[src/rtl/mem_stage.sv]
// mem_stage: MEM pipeline stage between the EX/MEM register and mem_wb.
//
// Issues data-memory loads/stores over a variable-latency req/ready bus,
// steers store bytes onto the right lanes, extracts and sign/zero-extends
// load data, rejects misaligned accesses and aborts accesses whose ready
// never arrives. The result bundle is registered and feeds mem_wb directly.
//
// Ports:
//   clk, reset                       clock, synchronous active-high reset
//   in_valid .. mem_unsigned         EX/MEM bundle (address, store data,
//                                    writeback controls, access type)
//   dmem_req/we/addr/wdata/be        data-memory request (combinational)
//   dmem_rdata, dmem_ready           data-memory response
//   stall                            upstream must hold its registers
//   out_valid .. regwrite_out        registered bundle to mem_wb
//   align_err, bus_err               one-cycle error pulses
module mem_stage #(
    parameter int MAX_WAIT = 15
) (
    input  logic        clk,
    input  logic        reset,
    input  logic        in_valid,
    input  logic [31:0] ALUResult,
    input  logic [31:0] write_data,
    input  logic [4:0]  regdst,
    input  logic [31:0] pc_in,
    input  logic [1:0]  memtoreg,
    input  logic        regwrite,
    input  logic        memread,
    input  logic        memwrite,
    input  logic [1:0]  memsize,
    input  logic        mem_unsigned,
    output logic        dmem_req,
    output logic        dmem_we,
    output logic [31:0] dmem_addr,
    output logic [31:0] dmem_wdata,
    output logic [3:0]  dmem_be,
    input  logic [31:0] dmem_rdata,
    input  logic        dmem_ready,
    output logic        stall,
    output logic        out_valid,
    output logic [31:0] ALUResult_out,
    output logic [31:0] mem_read_out,
    output logic [4:0]  regdst_out,
    output logic [31:0] pc_out,
    output logic [1:0]  memtoreg_out,
    output logic        regwrite_out,
    output logic        align_err,
    output logic        bus_err
);
    localparam int CNT_W = (MAX_WAIT < 2) ? 1 : $clog2(MAX_WAIT);

    typedef enum logic {S_IDLE, S_WAIT} state_t;

    function automatic logic is_misaligned(input logic [1:0] size, input logic [1:0] lane);
        case (size)
            2'b10:   is_misaligned = 1'b0;
            2'b01:   is_misaligned = lane[0];
            default: is_misaligned = (lane != 2'b00);
        endcase
    endfunction

    function automatic logic [3:0] store_be(input logic [1:0] size, input logic [1:0] lane);
        case (size)
            2'b10:   store_be = 4'b0001 << lane;
            2'b01:   store_be = 4'b0011 << {lane[1], 1'b0};
            default: store_be = 4'b1111;
        endcase
    endfunction

    function automatic logic [31:0] store_data(input logic [1:0] size, input logic [31:0] wd);
        case (size)
            2'b10:   store_data = {4{wd[7:0]}};
            2'b01:   store_data = {2{wd[15:0]}};
            default: store_data = wd;
        endcase
    endfunction

    function automatic logic [31:0] load_extract(input logic [1:0] size, input logic [1:0] lane,
                                                 input logic uns, input logic [31:0] rd);
        logic [7:0]  b;
        logic [15:0] h;
        b = rd[{lane, 3'b000} +: 8];
        h = lane[1] ? rd[31:16] : rd[15:0];
        case (size)
            2'b10:   load_extract = {{24{b[7] & ~uns}}, b};
            2'b01:   load_extract = {{16{h[15] & ~uns}}, h};
            default: load_extract = rd;
        endcase
    endfunction

    state_t           state_q, state_d;
    logic [CNT_W-1:0] cnt_q, cnt_d;

    logic        ov_q, ov_d, rw_q, rw_d, aerr_q, aerr_d, berr_q, berr_d;
    logic [31:0] alu_q, alu_d, mrd_q, mrd_d, pc_q, pc_d;
    logic [4:0]  rd_q, rd_d;
    logic [1:0]  m2r_q, m2r_d;

    // Copy of the accepted access; upstream may change its outputs while we wait.
    logic [31:0] cap_addr_q, cap_wd_q, cap_pc_q;
    logic [4:0]  cap_rd_q;
    logic [1:0]  cap_m2r_q, cap_size_q;
    logic        cap_rw_q, cap_ld_q, cap_we_q, cap_uns_q;

    logic        in_wait, is_mem, misal, issue, bus_on, src_we;
    logic [31:0] src_addr, src_wd;
    logic [1:0]  src_size;

    assign in_wait = (state_q == S_WAIT);
    assign is_mem  = in_valid & (memread | memwrite);
    assign misal   = is_misaligned(memsize, ALUResult[1:0]);
    assign issue   = (state_q == S_IDLE) & is_mem & ~misal;

    // The issue cycle drives the bus from the live inputs, WAIT from the copy.
    assign src_addr = in_wait ? cap_addr_q : ALUResult;
    assign src_wd   = in_wait ? cap_wd_q   : write_data;
    assign src_size = in_wait ? cap_size_q : memsize;
    assign src_we   = in_wait ? cap_we_q   : memwrite;

    // Reset forces every output low, including the combinational bus side.
    assign bus_on     = ~reset & (issue | in_wait);
    assign dmem_req   = bus_on;
    assign dmem_we    = bus_on & src_we;
    assign dmem_addr  = bus_on ? {src_addr[31:2], 2'b00} : 32'h0;
    assign dmem_be    = (bus_on & src_we) ? store_be(src_size, src_addr[1:0]) : 4'b0000;
    assign dmem_wdata = (bus_on & src_we) ? store_data(src_size, src_wd) : 32'h0;
    assign stall      = ~reset & (issue | (in_wait & ~dmem_ready));

    always_comb begin
        state_d = state_q;
        cnt_d   = cnt_q;
        ov_d    = 1'b0;
        rw_d    = 1'b0;
        aerr_d  = 1'b0;
        berr_d  = 1'b0;
        alu_d   = alu_q;
        mrd_d   = mrd_q;
        rd_d    = rd_q;
        pc_d    = pc_q;
        m2r_d   = m2r_q;
        case (state_q)
            S_IDLE: begin
                cnt_d = '0;
                if (in_valid && !(memread || memwrite)) begin
                    ov_d  = 1'b1;
                    rw_d  = regwrite;
                    alu_d = ALUResult;
                    mrd_d = 32'h0;
                    rd_d  = regdst;
                    pc_d  = pc_in;
                    m2r_d = memtoreg;
                end else if (is_mem && misal) begin
                    aerr_d = 1'b1;
                end else if (issue) begin
                    state_d = S_WAIT;
                end
            end
            S_WAIT: begin
                if (dmem_ready) begin
                    state_d = S_IDLE;
                    cnt_d   = '0;
                    ov_d    = 1'b1;
                    rw_d    = cap_rw_q;
                    alu_d   = cap_addr_q;
                    mrd_d   = cap_ld_q ? load_extract(cap_size_q, cap_addr_q[1:0], cap_uns_q, dmem_rdata)
                                       : 32'h0;
                    rd_d    = cap_rd_q;
                    pc_d    = cap_pc_q;
                    m2r_d   = cap_m2r_q;
                end else if (cnt_q == CNT_W'(MAX_WAIT - 1)) begin
                    // Timed out: drop the access and emit a bubble.
                    state_d = S_IDLE;
                    cnt_d   = '0;
                    berr_d  = 1'b1;
                end else begin
                    cnt_d = cnt_q + 1'b1;
                end
            end
            default: state_d = S_IDLE;
        endcase
    end

    always_ff @(posedge clk) begin
        if (reset) begin
            state_q <= S_IDLE;
            cnt_q   <= '0;
            ov_q    <= 1'b0;
            rw_q    <= 1'b0;
            aerr_q  <= 1'b0;
            berr_q  <= 1'b0;
            alu_q   <= 32'h0;
            mrd_q   <= 32'h0;
            rd_q    <= 5'h0;
            pc_q    <= 32'h0;
            m2r_q   <= 2'b00;
        end else begin
            state_q <= state_d;
            cnt_q   <= cnt_d;
            ov_q    <= ov_d;
            rw_q    <= rw_d;
            aerr_q  <= aerr_d;
            berr_q  <= berr_d;
            alu_q   <= alu_d;
            mrd_q   <= mrd_d;
            rd_q    <= rd_d;
            pc_q    <= pc_d;
            m2r_q   <= m2r_d;
        end
    end

    always_ff @(posedge clk) begin
        if (issue) begin
            cap_addr_q <= ALUResult;
            cap_wd_q   <= write_data;
            cap_pc_q   <= pc_in;
            cap_rd_q   <= regdst;
            cap_m2r_q  <= memtoreg;
            cap_size_q <= memsize;
            cap_rw_q   <= regwrite;
            cap_ld_q   <= memread & ~memwrite;  // read+write is a store
            cap_we_q   <= memwrite;
            cap_uns_q  <= mem_unsigned;
        end
    end

    assign out_valid     = ov_q;
    assign ALUResult_out = alu_q;
    assign mem_read_out  = mrd_q;
    assign regdst_out    = rd_q;
    assign pc_out        = pc_q;
    assign memtoreg_out  = m2r_q;
    assign regwrite_out  = rw_q;
    assign align_err     = aerr_q;
    assign bus_err       = berr_q;

endmodule
[config.mk]
export PLATFORM = sky130hd
export DESIGN_NAME = mem_stage
export DESIGN_NICKNAME = d
export VERILOG_FILES = /design/src/rtl/mem_stage.sv
export SDC_FILE = /design/constraint.sdc
export NUM_CORES = 1
export LEC_CHECK = 0
export CAP_MARGIN = 30
export CORE_MARGIN = 1
export CORE_UTILIZATION = 46
export DETAILED_ROUTE_END_ITERATION = 8
export PLACE_DENSITY_LB_ADDON = 0.25
export SLEW_MARGIN = 10
export SYNTH_ARGS = -nofsm -noshare
export SYNTH_HDL_FRONTEND = slang
export SYNTH_SLANG_ARGS = --single-unit
[constraint.sdc]
create_clock -name clk -period 6.75 [get_ports clk]
set_clock_uncertainty 0.15 [all_clocks]
set_input_delay 1.35 -clock clk [delete_from_list [all_inputs] [get_ports clk]]
set_output_delay 1.35 -clock clk [all_outputs]
set_load 0.02 [all_outputs]
==> results of run 1 <==
## cells by family (layout without fill, tap and decap cells)
family,Yosys count,count (layout)
xor+xnor,2,2
flops,221,221
other cells,1,3
mux,115,115
fa+ha+maj,7,7
buf+inv,81,386
compound gates,192,192
simple gates,189,189
## worst register-to-register path, cell delays in order (launching register included)
cell	delay [ps]
dfxtp_4	770
buf_4	540
nand2_1	200
o21ai_4	90
buf_4	560
buf_4	690
nor2_1	130
a211oi_1	270
## per-layer routing
metal | up-vias | wire length, um | part of all wire (%)
li1 | 3596 | - | -
met1 | 3509 | 10680 | 43
met2 | 264 | 12060 | 48
met3 | 46 | 1687 | 6.7
met4 | 0 | 686 | 2.7
met5 | - | 0 | 0
## through the flow
step / setup slack [ps] / hold slack [ps] / util (%) / cell area, um2 / total power (W)
after floorplan: 1558 / 279.7 / - / 9487 / 0.001881
after global placement: 803.8 / 294.1 / 63.05 / 12760 / 0.002142
after detailed placement: 1081 / 301.7 / 63.26 / 12800 / 0.002154
after CTS: 1062 / 318.3 / 66.92 / 13540 / 0.003403
after global routing: 906.3 / 341.9 / 67.01 / 13560 / 0.003501
final: 1071 / 314.6 / 67.01 / 13560 / 0.003369
## layout by cell type, fill, tap and decap left out, types with 9 or more instances in the layout
master,netlist,layout
a221oi_1,9,9
a221o_1,22,22
a32o_1,14,14
o21ai_0,13,13
nor2_1,136,135
edfxtp_1,109,109
mux2i_1,90,90
and2_1,12,12
mux2_2,25,25
clkbuf_16,0,25
dfxtp_1,112,111
a21oi_1,28,28
a211oi_1,79,79
nand2b_1,19,19
inv_1,13,12
clkdlybuf4s50_1,0,319
## cell type report
type | instances | area share (%)
Antenna cell | 1 | 0.01846
Clock buffer | 35 | 5.038
Clock inverter | 7 | 0.4337
Inverter | 13 | 0.3783
Multi-Input combinational cell | 507 | 26.48
Sequential cell | 221 | 40.70
Tap cell | 270 | 2.491
Timing Repair Buffer | 331 | 24.45
## sequential cells by signal, summed over array words and instances, names as in the netlist, 2 cells and up
signal         flops
cap_addr_q        32
pc_out            32
cap_m2r_q          2
ALUResult_out     32
mem_read_out      32
memtoreg_out       2
cap_pc_q          32
cnt_q              4
cap_wd_q          32
regdst_out         5
cap_rd_q           5
cap_size_q         2
## path summary, 6_finish.rpt
kind,start,endpoint,slack (ps),depth (start not counted)
worst max-delay path,memsize[1],dmem_addr[3],1070,9
worst min-delay path,mem_read_out[15]$_SDFFE_PP0P_,mem_read_out[15]$_SDFFE_PP0P_,310,1
worst max register to register,in_wait$_SDFF_PP0_,pc_out[4]$_SDFFE_PP0P_,3260,7
worst min register to register,mem_read_out[15]$_SDFFE_PP0P_,mem_read_out[15]$_SDFFE_PP0P_,310,1
## report_power, final
group	internal (W)	leakage, nW	switching [W]
clock network	0.000736	0.367	0.000507
logic	0.000282	2.33	0.000313
registers	0.00149	1.92	0.0000390
==> results.toml, run 1 <==
[setup_path]
cp_slowest_cell = "clkdlybuf4s50_1"
critPathArrivalTime_ps = 4180
cp_cell_sequence = "clkdlybuf4s50_1 -> inv_1 -> ha_1 -> o21ai_0 -> nand3b_1 -> a21o_1 -> buf_16 -> nor2_1 -> clkdlybuf4s50_1"
crit_top_cell = "clkdlybuf4s50_1"
crit_buf_inv = 4
path_delay_family = "buffers and inverters"
cpPeakStageDelay_ps = 620
crit_required_ps = 5250
end_kind = "output pin"
cp-start-kind = "input pin"
worstSetupPathType = "input pin to output pin"
cp_max_fo = 21

[logic_synthesis]
yosysMostFrequentCell = "nor2_1"
synth_commonest_cells = "136 x nor2_1, 112 x dfxtp_1, 109 x edfxtp_1"
yosys.area_share.xor_xnor_pct = 0.1847
synth_top_area_share_pct = 34.52
syn_inst = 808
async_flop_share_pct = 0
synthFlopType = "dfxtp_1"
synth-seq-cells = 221
synth_area_leaders = "edfxtp_1 35%, dfxtp_1 24%, mux2i_1 9.5%, a211oi_1 6.3%, nor2_1 5.4%"
avgSynthCellArea_um2 = 11.74
synth_cell_types = 47
synth-simple-area-share_pct = 8.774
synth_compound_gate_area_share_pct = 15.41
synth_area_leader_cell = "edfxtp_1"
yosysSeqAreaShare_pct = 58.16
netlist_area_um2 = 9483
synth_fa_ha_area_share_pct = 0.9236
synthMuxAreaShare_pct = 12.47
synth_edf_count = 109
yosysWarnings = 0
synth_top_family_by_area = "compound AO/OA/AOI/OAI gates"

[timing]
tightest_slew_ps = 897.5
finalSetupViolCount = 0
setup_tns_ps = 0
rsz0062_at_grt = "false"
report.final.hold_viol_count = 0
fmax_mhz = 176.1
max_slew_margin_pct = 40.17
maxSlewViolCount = 0
finalCriticalPeriod_ps = 5679
fin_crit_sh_pct = 84.13

[pwr]
vdd_drop_max_uv = 228.9
p_leak_nw = 4.622
powerDensity_nw_per_um2 = 248.5

[clock_network]
hold_buffers = 0
postCtsSetupBuffers = 0
cts.clk_slew.worst_paths_ps = 60
cts_sinks = 221
clk_latency_ps = 500
cts.repair.resized = 0
cts_tree = "done"
clock_path_buffers = 3
clockRootBuffer = "clkbuf_16"
cts_buffers = 24
htree_levels = 1

[placed_design]
gp_congestion = 0.8423
place_inst = 1341
post-dp-hpwl_um = 17250
io_buffers = 320

[global_route]
grt_pass1_wl_um = 39900
use_met1_pct = 29.98
antenna_found_initial = 1
grt_pass1_vias = 7306
use_met3_pct = 5.455
grt_max_degree = 76
grt_most_used_layer = "met2"
grt_use_total_pct = 23.33
use_met2_pct = 39.09
overflow = 0

[detailed_routing]
wirelength_um = 25120
drc = 0
dr.first_iter.drc_count = 372
first_pass_iters = 5
drtAntennaViolNets = 0
num_vias = 7415
via_per_inst = 5.354
wire_per_inst_um = 18.14

[run_status]
status = "finished clean"

[finish]
fin_nets = 1250
fillCellCount = 1581
multiInputGateArea_um2 = 3591
stdcell_count = 1385
syn_to_final_growth_pct = 42.99
drive_gt1_share_pct = 6.912
area.sequential_um2 = 5519

[floorplan]
die_h_um = 145.6
num_io_pins = 323
rows = 52
core_um2 = 20230
initial_core_util_pct = 46.86
design.die.area_um2 = 21190
fp.dieW_um = 145.6

[run]
max_cap_viol_count = 0

[min_path]
holdCritPathClass = "register to register"
No activity file was read; power rests on OpenSTA's default activity.
==> inputs of run 2 (changes only) <==
==> constraint.sdc (replaced) <==
create_clock -name clk -period 5.5 [get_ports clk]
set_clock_uncertainty 0.15 [all_clocks]
set_input_delay 1.1 -clock clk [delete_from_list [all_inputs] [get_ports clk]]
set_output_delay 1.1 -clock clk [all_outputs]
set_load 0.02 [all_outputs]
==> results.toml, run 2 (synthesis gave the netlist of run 1 again) <==
[placed_design]
io_buffers = 320
post-dp-hpwl_um = 17550
place_area_um2 = 12790
gp_congestion = 0.8877

[clock_network]
clk_latency_ps = 510
cts.repair.resized = 0
cts.clk_slew.worst_paths_ps = 60
hold_buffers = 0
cts_buffers = 23
cts_sinks = 221
cts_tree = "done"
clockRootBuffer = "clkbuf_16"
postCtsSetupBuffers = 0
clock_path_buffers = 3
htree_levels = 1

[setup_path]
worstSetupPathType = "input pin to output pin"
reg2reg_to = "mem_read_out[21]$_SDFFE_PP0P_"
cp_max_fo = 20
reg2reg_from = "in_wait$_SDFF_PP0_"
crit_required_ps = 4250
r2r_setup_slack_ps = 2240
r2r_cells = 5
cp-start-kind = "input pin"
end_kind = "output pin"
critPathArrivalTime_ps = 3910

[finish]
fin_nets = 1252
diodes = 0
final_common_cell = "clkdlybuf4s50_1"
mostFrequentLayoutCells = "319 x clkdlybuf4s50_1, 135 x nor2_1, 111 x dfxtp_1"
drive_gt1_share_pct = 7.520
final_util_pct = 67.04
fin_area_um2 = 13560
syn_to_final_growth_pct = 43.04

[global_route]
overflow = 0
grt_pass1_wl_um = 39570
antenna_found_initial = 0
grt_pass1_vias = 7259
grt_use_total_pct = 23.26
grt_max_degree = 105

[detailed_routing]
wirelength_um = 25330
dr.first_iter.drc_count = 353
num_vias = 7472
drc = 0
drtAntennaViolNets = 0
via_per_inst = 5.387
wire_per_inst_um = 18.26
first_pass_iters = 5

[floorplan]
rows = 52
core_um2 = 20230
fp.dieW_um = 145.6
die_h_um = 145.6
initial_core_util_pct = 46.86
design.die.area_um2 = 21190
num_io_pins = 323

[pwr]
p_leak_nw = 4.631
vdd_drop_max_uv = 274.0
powerDensity_nw_per_um2 = 303.5

[timing]
setup_tns_ps = 0
maxSlewViolCount = 0
finalSetupViolCount = 0
fin_crit_sh_pct = 93.82
rsz0062_at_grt = "false"
tightest_slew_ps = 955.3
max_slew_margin_pct = 36.31
fmax_mhz = 193.8
finalCriticalPeriod_ps = 5160
report.final.hold_viol_count = 0

[run_status]
status = "finished clean"

[min_path]
holdCritPathClass = "register to register"
worstHoldPathCells = 1
min_from = "cnt_q[0]$_SDFF_PP0_"
holdPathEnd = "cnt_q[0]$_SDFF_PP0_"

[run]
max_cap_viol_count = 0
-- run 2: layout make-up --
| cell class | instances | area [um2] |
|---|---|---|
| inverter | 13 | 51.30 |
| tap | 270 | 337.8 |
| timing repair buffer | 334 | 3331 |
| multi-input combinational | 507 | 3591 |
| clock buffer | 35 | 693.2 |
| fill | 1526 | 6670 |
| clock inverter | 7 | 41.29 |
| sequential | 221 | 5519 |
-- run 2: layer usage --
| metal | GRT usage [%] | routed length [um] | up-vias |
|---|---|---|---|
| met5 | 0 | 0 | - |
| met3 | 5.172 | 1696 | 55 |
| met1 | 29.77 | 10660 | 3524 |
| li1 | - | - | 3613 |
| met4 | 8.421 | 778 | 0 |
| met2 | 38.73 | 12200 | 280 |
-- run 2: power by group --
group	total, W	internal [W]	leakage [nW]	switching [W]
combinational	0.000737	0.000347	2.34	0.000390
clock	0.00150	0.000871	0.366	0.000631
sequential	0.00188	0.00183	1.92	0.0000472
total	0.00412	0.00305	4.63	0.00107
-- run 2: how the worst max path moves through the flow --
stage,from,to,slack [ps],cells after the start
after floorplan,memsize[1],cap_addr_q[0]$_DFFE_PP_,560,6
after global placement,memsize[1],dmem_wdata[23],380,9
after detailed placement,memsize[0],dmem_wdata[17],360,9
after CTS,memsize[0],dmem_wdata[16],360,9
after global routing,memsize[1],dmem_wdata[11],120,9
final,memsize[1],dmem_wdata[16],340,9
-- run 2: through the flow --
| step | total power (W) | setup slack (ps) | hold WS (ps) | cells |
|---|---|---|---|---|
| 4_1_cts | 0.004143 | 358.2 | 321.5 | 1385 |
| 6_report | 0.004116 | 340.0 | 318.4 | 1387 |
| 3_3_place_gp | 0.002634 | 379.7 | 291.8 | 1343 |
| 5_1_grt | 0.004284 | 117.8 | 328.6 | 1387 |
| 2_1_floorplan | 0.002308 | 558.5 | 279.7 | 809 |
| 3_5_place_dp | 0.002645 | 360.4 | 307.2 | 1343 |
-- run 2: worst max-delay path: stages --
cell,delay [ps]
clkdlybuf4s50_1,470
inv_1,60
o21a_1,180
ha_1,640
inv_1,450
nor2_1,210
a21oi_1,60
nor2_1,110
clkdlybuf4s50_1,630
==> inputs of run 3 (changes only) <==
--- a/config.mk
+++ b/config.mk
@@ -6,10 +6,10 @@
 export NUM_CORES = 1
 export LEC_CHECK = 0
 export CAP_MARGIN = 30
-export CORE_MARGIN = 1
 export CORE_UTILIZATION = 46
 export DETAILED_ROUTE_END_ITERATION = 8
 export PLACE_DENSITY_LB_ADDON = 0.25
+export SKIP_LAST_GASP = 1
 export SLEW_MARGIN = 10
 export SYNTH_ARGS = -nofsm -noshare
 export SYNTH_HDL_FRONTEND = slang
==> results of run 3 <==
Same layout as run 2: the final DEF is identical, and so are final timing and power.
